[src/rtl/sram_req_arbiter.sv]
// Two-port arbiter in front of a single SRAM controller: one command in flight at a time.
// Optional macro SRAM_ARB_FIXED_PRI_EN selects fixed priority (port 0) instead of round-robin.
module sram_req_arbiter #(
  parameter int unsigned AHB_DWIDTH = 32
) (
  input  logic                  HCLK,
  input  logic                  HRESETN,

  input  logic                  p0_req,
  input  logic                  p0_write,
  input  logic [2:0]            p0_size,
  input  logic [19:0]           p0_addr,
  input  logic [AHB_DWIDTH-1:0] p0_wdata,
  output logic                  p0_ack,
  output logic [AHB_DWIDTH-1:0] p0_rdata,

  input  logic                  p1_req,
  input  logic                  p1_write,
  input  logic [2:0]            p1_size,
  input  logic [19:0]           p1_addr,
  input  logic [AHB_DWIDTH-1:0] p1_wdata,
  output logic                  p1_ack,
  output logic [AHB_DWIDTH-1:0] p1_rdata,

  output logic                  m_req,
  output logic                  m_write,
  output logic [2:0]            m_size,
  output logic [19:0]           m_addr,
  output logic [AHB_DWIDTH-1:0] m_wdata,
  input  logic                  m_ack,
  input  logic [AHB_DWIDTH-1:0] m_rdata,
  input  logic                  m_busy,

  output logic                  grant
);

  typedef enum logic [1:0] {
    StIdle  = 2'd0,
    StIssue = 2'd1,
    StWait  = 2'd2,
    StResp  = 2'd3
  } state_e;

  state_e state_q, state_d;

  logic                  grant_q;
  logic                  m_write_q;
  logic [2:0]            m_size_q;
  logic [19:0]           m_addr_q;
  logic [AHB_DWIDTH-1:0] m_wdata_q;
  logic [AHB_DWIDTH-1:0] p0_rdata_q;
  logic [AHB_DWIDTH-1:0] p1_rdata_q;

  logic any_req;
  logic select;
  logic winner;

  assign any_req = p0_req | p1_req;
  // Requests are only looked at in IDLE, and only when the controller can take a command
  assign select  = (state_q == StIdle) & any_req & ~m_busy;

`ifdef SRAM_ARB_FIXED_PRI_EN
  assign winner = ~p0_req;
`else
  logic last_grant_q;

  // On a tie the port that was not served last wins; a lone requester always wins
  always_comb begin
    if (p0_req && p1_req) begin
      winner = ~last_grant_q;
    end else begin
      winner = p1_req;
    end
  end

  always_ff @(posedge HCLK or negedge HRESETN) begin
    if (!HRESETN) begin
      last_grant_q <= 1'b1;
    end else if (state_q == StResp) begin
      last_grant_q <= grant_q;
    end
  end
`endif

  // State register
  always_ff @(posedge HCLK or negedge HRESETN) begin
    if (!HRESETN) begin
      state_q <= StIdle;
    end else begin
      state_q <= state_d;
    end
  end

  // Next-state logic
  always_comb begin
    state_d = StIdle;
    unique case (state_q)
      StIdle:  state_d = select ? StIssue : StIdle;
      StIssue: state_d = StWait;
      StWait:  state_d = m_ack ? StResp : StWait;
      StResp:  state_d = StIdle;
      default: state_d = StIdle;
    endcase
  end

  // Output logic: single-cycle strobes decoded from state
  always_comb begin
    m_req  = 1'b0;
    p0_ack = 1'b0;
    p1_ack = 1'b0;
    unique case (state_q)
      StIdle:  ;
      StIssue: m_req = 1'b1;
      StWait:  ;
      StResp: begin
        p0_ack = ~grant_q;
        p1_ack = grant_q;
      end
      default: ;
    endcase
  end

  // Command latch: loaded only on the winner-select edge, held through WAIT
  always_ff @(posedge HCLK or negedge HRESETN) begin
    if (!HRESETN) begin
      grant_q   <= 1'b0;
      m_write_q <= 1'b0;
      m_size_q  <= 3'b000;
      m_addr_q  <= 20'h0;
      m_wdata_q <= '0;
    end else if (select) begin
      grant_q <= winner;
      if (winner) begin
        m_write_q <= p1_write;
        m_size_q  <= p1_size;
        m_addr_q  <= p1_addr;
        m_wdata_q <= p1_wdata;
      end else begin
        m_write_q <= p0_write;
        m_size_q  <= p0_size;
        m_addr_q  <= p0_addr;
        m_wdata_q <= p0_wdata;
      end
    end
  end

  // Read data capture; the port not granted keeps its last value
  always_ff @(posedge HCLK or negedge HRESETN) begin
    if (!HRESETN) begin
      p0_rdata_q <= '0;
      p1_rdata_q <= '0;
    end else if ((state_q == StWait) && m_ack) begin
      if (grant_q) begin
        p1_rdata_q <= m_rdata;
      end else begin
        p0_rdata_q <= m_rdata;
      end
    end
  end

  assign grant    = grant_q;
  assign m_write  = m_write_q;
  assign m_size   = m_size_q;
  assign m_addr   = m_addr_q;
  assign m_wdata  = m_wdata_q;
  assign p0_rdata = p0_rdata_q;
  assign p1_rdata = p1_rdata_q;

endmodule

[config.mk]
export PLATFORM = sky130hd
export DESIGN_NAME = sram_req_arbiter
export DESIGN_NICKNAME = d
export VERILOG_FILES = /design/src/rtl/sram_req_arbiter.sv
export SDC_FILE = /design/constraint.sdc
export NUM_CORES = 1
export LEC_CHECK = 0
export ABC_AREA = 1
export BUFFER_PORTS_ARGS = -buffer_cell sky130_fd_sc_hd__clkbuf_2
export CORE_UTILIZATION = 33
export CTS_CLUSTER_DIAMETER = 200
export DETAILED_ROUTE_END_ITERATION = 16
export GPL_TIMING_DRIVEN = 0
export HOLD_SLACK_MARGIN = 0.06
export PLACE_DENSITY = 0.62
export SYNTH_ARGS = -nofsm -noshare
export SYNTH_HDL_FRONTEND = slang
export SYNTH_SLANG_ARGS = --single-unit
export TNS_END_PERCENT = 30
[constraint.sdc]
create_clock -name HCLK -period 2.6 [get_ports HCLK]
set_clock_uncertainty 0.15 [all_clocks]
set_input_delay 0.78 -clock HCLK [delete_from_list [all_inputs] [get_ports HCLK]]
set_output_delay 0.78 -clock HCLK [all_outputs]
set_load 0.02 [all_outputs]
# Yosys cells after proc, flatten, opt, wreduce, memory -nomap -nowiden
# Cells that the tools add are included.
op_classes:
  eq_ne: 3
  n_mux: 11
  bitwise_logic: 6
  n_reduce_logical: 5
ops:
  columns: ["op", "count"]
  rows:
  - ["$mux 32", 1]
  - ["$mux 20", 1]
  - ["$pmux 2 s4", 1]
  - ["$mux 1", 7]
  - ["$eq 2x2->1 const B", 2]
  - ["$reduce_and 2->1", 2]
  - ["$mux 3", 1]
  - ["$not 1->1", 3]
  - ["$and 1x1->1", 2]
  - ["$eq 2x1->1 const B", 1]
  - ["$logic_and 1x1->1", 2]
  - ["$logic_not 2->1", 1]
  - ["$or 1x1->1", 1]
word_totals:
  reg_bits: 124
  in_bits: 150
  out_inout_bits: 124

# Longest topological paths before layout
logic_depth:
  depth_word: 5
  ltp_mapped: 8
  depth_no_buf: 6

# Least setup slack after synthesis
# OpenSTA, ideal clock, no wires.
synth_path:
  path_type: "reg2out"
  startpoint: "reg state_q[0]"
  endpoint: "out p0_ack"
  arrival_ns: 0.836
  required_ns: 1.670
  slack_ns: 0.834
  path_stages_with_launch: 4
  n_path_buf: 0
  cell_sequence: "dfrtp_1 ha_1 inv_1 nor2_1"
synth_via:
  elab_chain_cells: 2
synth_rtl:
  columns: ["element", "line_no", "source"]
  rows:
  - ["start, declared", "44", "state_e state_q, state_d;"]
  - ["start signal, assigned", "88", "state_q <= StIdle;"]
  - ["start signal, assigned", "90", "state_q <= state_d;"]
  - ["$eq 2x2->1", "111", "unique case (state_q)"]
  - ["$mux 1", "111", null]
  - ["end, declared", "14", "output logic p0_ack,"]
# Every way passes these cells.

# Worst setup path in the final report
layout_path:
  startpoint: "reg state_q[0]"
  endpoint: "out p1_ack"
layout_via:
  elab_chain_cells: 2
layout_rtl:
  columns: ["element", "line_no", "source"]
  rows:
  - ["$eq 2x2->1", "111", null]
  - ["$mux 1", "111", null]
  - ["end, declared", "22", "output logic p1_ack,"]
# Every way passes these cells.

==> impl_results.md <==
- Area of the die: 0.0180 sq mm
- Final Critical Period: 2.24 ns
- Slowest cell on the critical path: dfrtp_1
- Area contributors post-synth: dfrtp_1 53%, nand2_1 16%, nand3_1 10%
- Post CTS Setup Buffer Count: 0
- Antenna violations before repair: 1
- Core area: 0.0168 sq mm
- Largest family of logic cells by synthesized area: simple AND/OR/NAND/NOR gates
- Delay-heaviest family, CP: flip-flops
- Reg2Reg Depth: 5
- H-tree Lvls: 4
- Status: complete, no violations
- Total of max-cap violations: 0
- Worst Path Required: 1.67 ns
- Startpoint types: register
- Routed Antenna Nets: 0
- Reg-to-Reg Start: state_q[0]
- Minimum setup slack among reg-to-reg paths: 0.70 ns
- Total routed wirelength: 17.3 mm
- Vias in the first global route: 5438
- Worst setup path class: reg2out
- DP HPWL: 12.8 mm
- Synth cell types: 13
- Port Buffer Count: 273
- Max frequency: 447 MHz
- Worst setup EP type: primary output
- Yosys top cell by area: dfrtp_1
- Sequential cell area fraction in the yosys report: 53.8%
- CTS tree: done
- Leakage: 4.96 nW
- Cell area power density: 1190 mW/mm^2
- GR Overflow Total: 0
- Adder-cell area share of the yosys netlist: 1.09%
- All-Layer GR Usage: 19.5%
- Slew Viols, Final: 0
- Slew Limit Headroom: 64.0%
- Reg2reg end: p1_rdata[31]
- DRT iter0 DRCs: 352
- Area Growth Syn to Fin: 39.2%
- FP Rows: 47
- Via count: 5661
- CTS resizes: 0
- Clk pin slew, worst setup/hold paths: 0.06 ns
- Util after Layout: 47.7%
- Top-area cell type share of the netlist area: 53.4%
- Ant. Diodes: 0
- Post-synthesis xor/xnor area fraction: 0%
- Unrepaired setup endpoints after global routing: no
- First-pass GRT wire length: 27.2 mm
- Vias per Instance: 4.44
- Yosys warns: 0
- CP startpoint: state_q[0]
- Root buffer cell: clkbuf_16
- Drc violations: 0
- CP Data Arrival Time: 1.31 ns
- Final Cycle Share: 86.1%
- Worst hold-check slack: 0.180 ns
- Placer Congestion: 0.877
- CTS buffer count: 17
- Largest net degree at the start of global routing: 70
- Post-Synth Simple-Gate Area: 25.8%
- Synth Area per Inst: 7.70 sq um
- Clk_lat worst skew: 0.41 ns
- Cells after Synth: 749
- Final Worst Setup Slack: 0.361 ns
- Avg WL per Cell: 13.6 microns
- Setup violators final: 0
- Hold WC Path Type: in2async
- Hold Vio Cnt, Final: 0
- Mux share of post-synthesis cell area: 0%
- Drt pass-1 iters: 4
- Compound-Gate Fraction of Synth Area: 5.82%
- Die Y: 134 microns
- Slowest stage delay, CP: 0.40 ns
- Place WS: 0.442 ns
- Die W: 134 microns
- Max FO, Critical Path: 3
- Final Power: 9.53 mW
- Max VDD drop: 476 uV
- CP Buf/Inv Count: 2
- I/O Pins: 274
- Sink Count: 124
- Worst-Margin Slew: 0.541 ns
- Share of layout cells above drive strength 1: 31.5%
- Clock tree buffer depth: 2
- FILL cells: 1696
- Post-Syn Nets: 904
- Post-Syn Area: 0.00577 sq mm
- CTS Hold Buffers Added: 0
- Synthesis-stage register bit count: 124
- Layout Nets: 1197
- Initial Util: 34.3%
- Cell breakdown of the critical path: ha_1, nand2_1, inv_1, clkbuf_2
==> cell usage after synthesis <==
library cell,number
inv_1,153
nand3_1,115
dfstp_2,1
nor2_1,2
o21ai_0,65
a21oi_1,2
nand2_1,240
dfrtp_1,123
buf_2,24
nor2_2,1
buf_4,3
clkbuf_1,15
ha_1,5
==> flip-flops by register name, indices dropped and copies added, names as in the netlist <==
signal        count
m_addr           20
p1_rdata         32
p0_rdata         32
m_write           1
last_grant_q      1
state_q           2
grant             1
m_size            3
m_wdata          32
==> metrics by stage <==
step | cell area, sq um | instances | setup TNS, ns
2_1_floorplan | 5770 | 749 | 0
3_3_place_gp | 7410 | 1242 | -178.74
3_5_place_dp | 7440 | 1243 | 0
4_1_cts | 8030 | 1274 | 0
5_1_grt | 8030 | 1274 | 0
6_report | 8030 | 1274 | 0
==> metal layers <==
| metal | vias to the layer above | track usage (%) | routed length (microns) |
|---|---|---|---|
| li1 | 2855 | - | - |
| met1 | 2619 | 24.1 | 7410 |
| met2 | 156 | 33.4 | 8710 |
| met3 | 29 | 3.78 | 813 |
| met4 | 2 | 7.55 | 340 |
| met5 | - | 0 | 15 |
==> how the worst max path moves through the flow <==
stage               slack, ns           end  cells after the start
CTS                      0.33        p1_ack                      4
detailed placement       0.44  p0_rdata[24]                      4
global placement        -1.46  p1_rdata[13]                      1
floorplan                0.83        p0_ack                      3
global route             0.30        p1_ack                      4
finish                   0.36        p1_ack                      4
==> layout make-up <==
| cell class | count | area, sq um | share of cell area (%) |
|---|---|---|---|
| Sequential cell | 124 | 3100 | 38.7 |
| Multi-Input combinational cell | 430 | 1890 | 23.5 |
| Timing Repair Buffer | 274 | 1400 | 17.5 |
| Inverter | 153 | 574 | 7.16 |
| Clock buffer | 20 | 447 | 5.57 |
| Tap cell | 220 | 275 | 3.43 |
| Buffer | 42 | 199 | 2.48 |
| Clock inverter | 11 | 135 | 1.68 |
==> power breakdown <==
group          leakage, nW  total [mW]  switching [mW]  internal [mW]
logic                 3.13        3.88            2.62           1.25
clock network        0.285        2.33           0.881           1.45
registers             1.55        3.33           0.493           2.83
total                 4.96        9.53            4.00           5.53
==> cells in the final DEF (no fill, tap or decap) <==
master | netlist | final
clkinv_4 | 0 | 5
ha_1 | 5 | 5
clkbuf_16 | 0 | 17
nand3_1 | 115 | 115
dfstp_2 | 1 | 1
clkbuf_8 | 0 | 2
inv_1 | 153 | 153
bufinv_16 | 0 | 2
nor2_2 | 1 | 1
buf_4 | 3 | 3
inv_6 | 0 | 3
a21oi_1 | 2 | 2
nor2_1 | 2 | 2
buf_2 | 24 | 24
clkbuf_1 | 15 | 17
clkinv_2 | 0 | 1
dfrtp_1 | 123 | 123
o21ai_0 | 65 | 65
buf_16 | 0 | 1
clkbuf_2 | 0 | 272
nand2_1 | 240 | 240
==> worst register-to-register path: stages (launching register included) <==
cell	delay, ns
dfrtp_1	0.38
inv_1	0.09
ha_1	0.23
nand3_1	0.29
clkbuf_1	0.48
o21ai_0	0.15
==> cell families (layout without fill, tap and decap cells) <==
logic type	after synthesis	count (layout)
and+or+nand+nor	358	358
buffers and inverters	195	500
DFF	124	124
AOI/OAI and AO/OA	67	67
adders and majority gates	5	5
(Power assumes the default switching activity.)
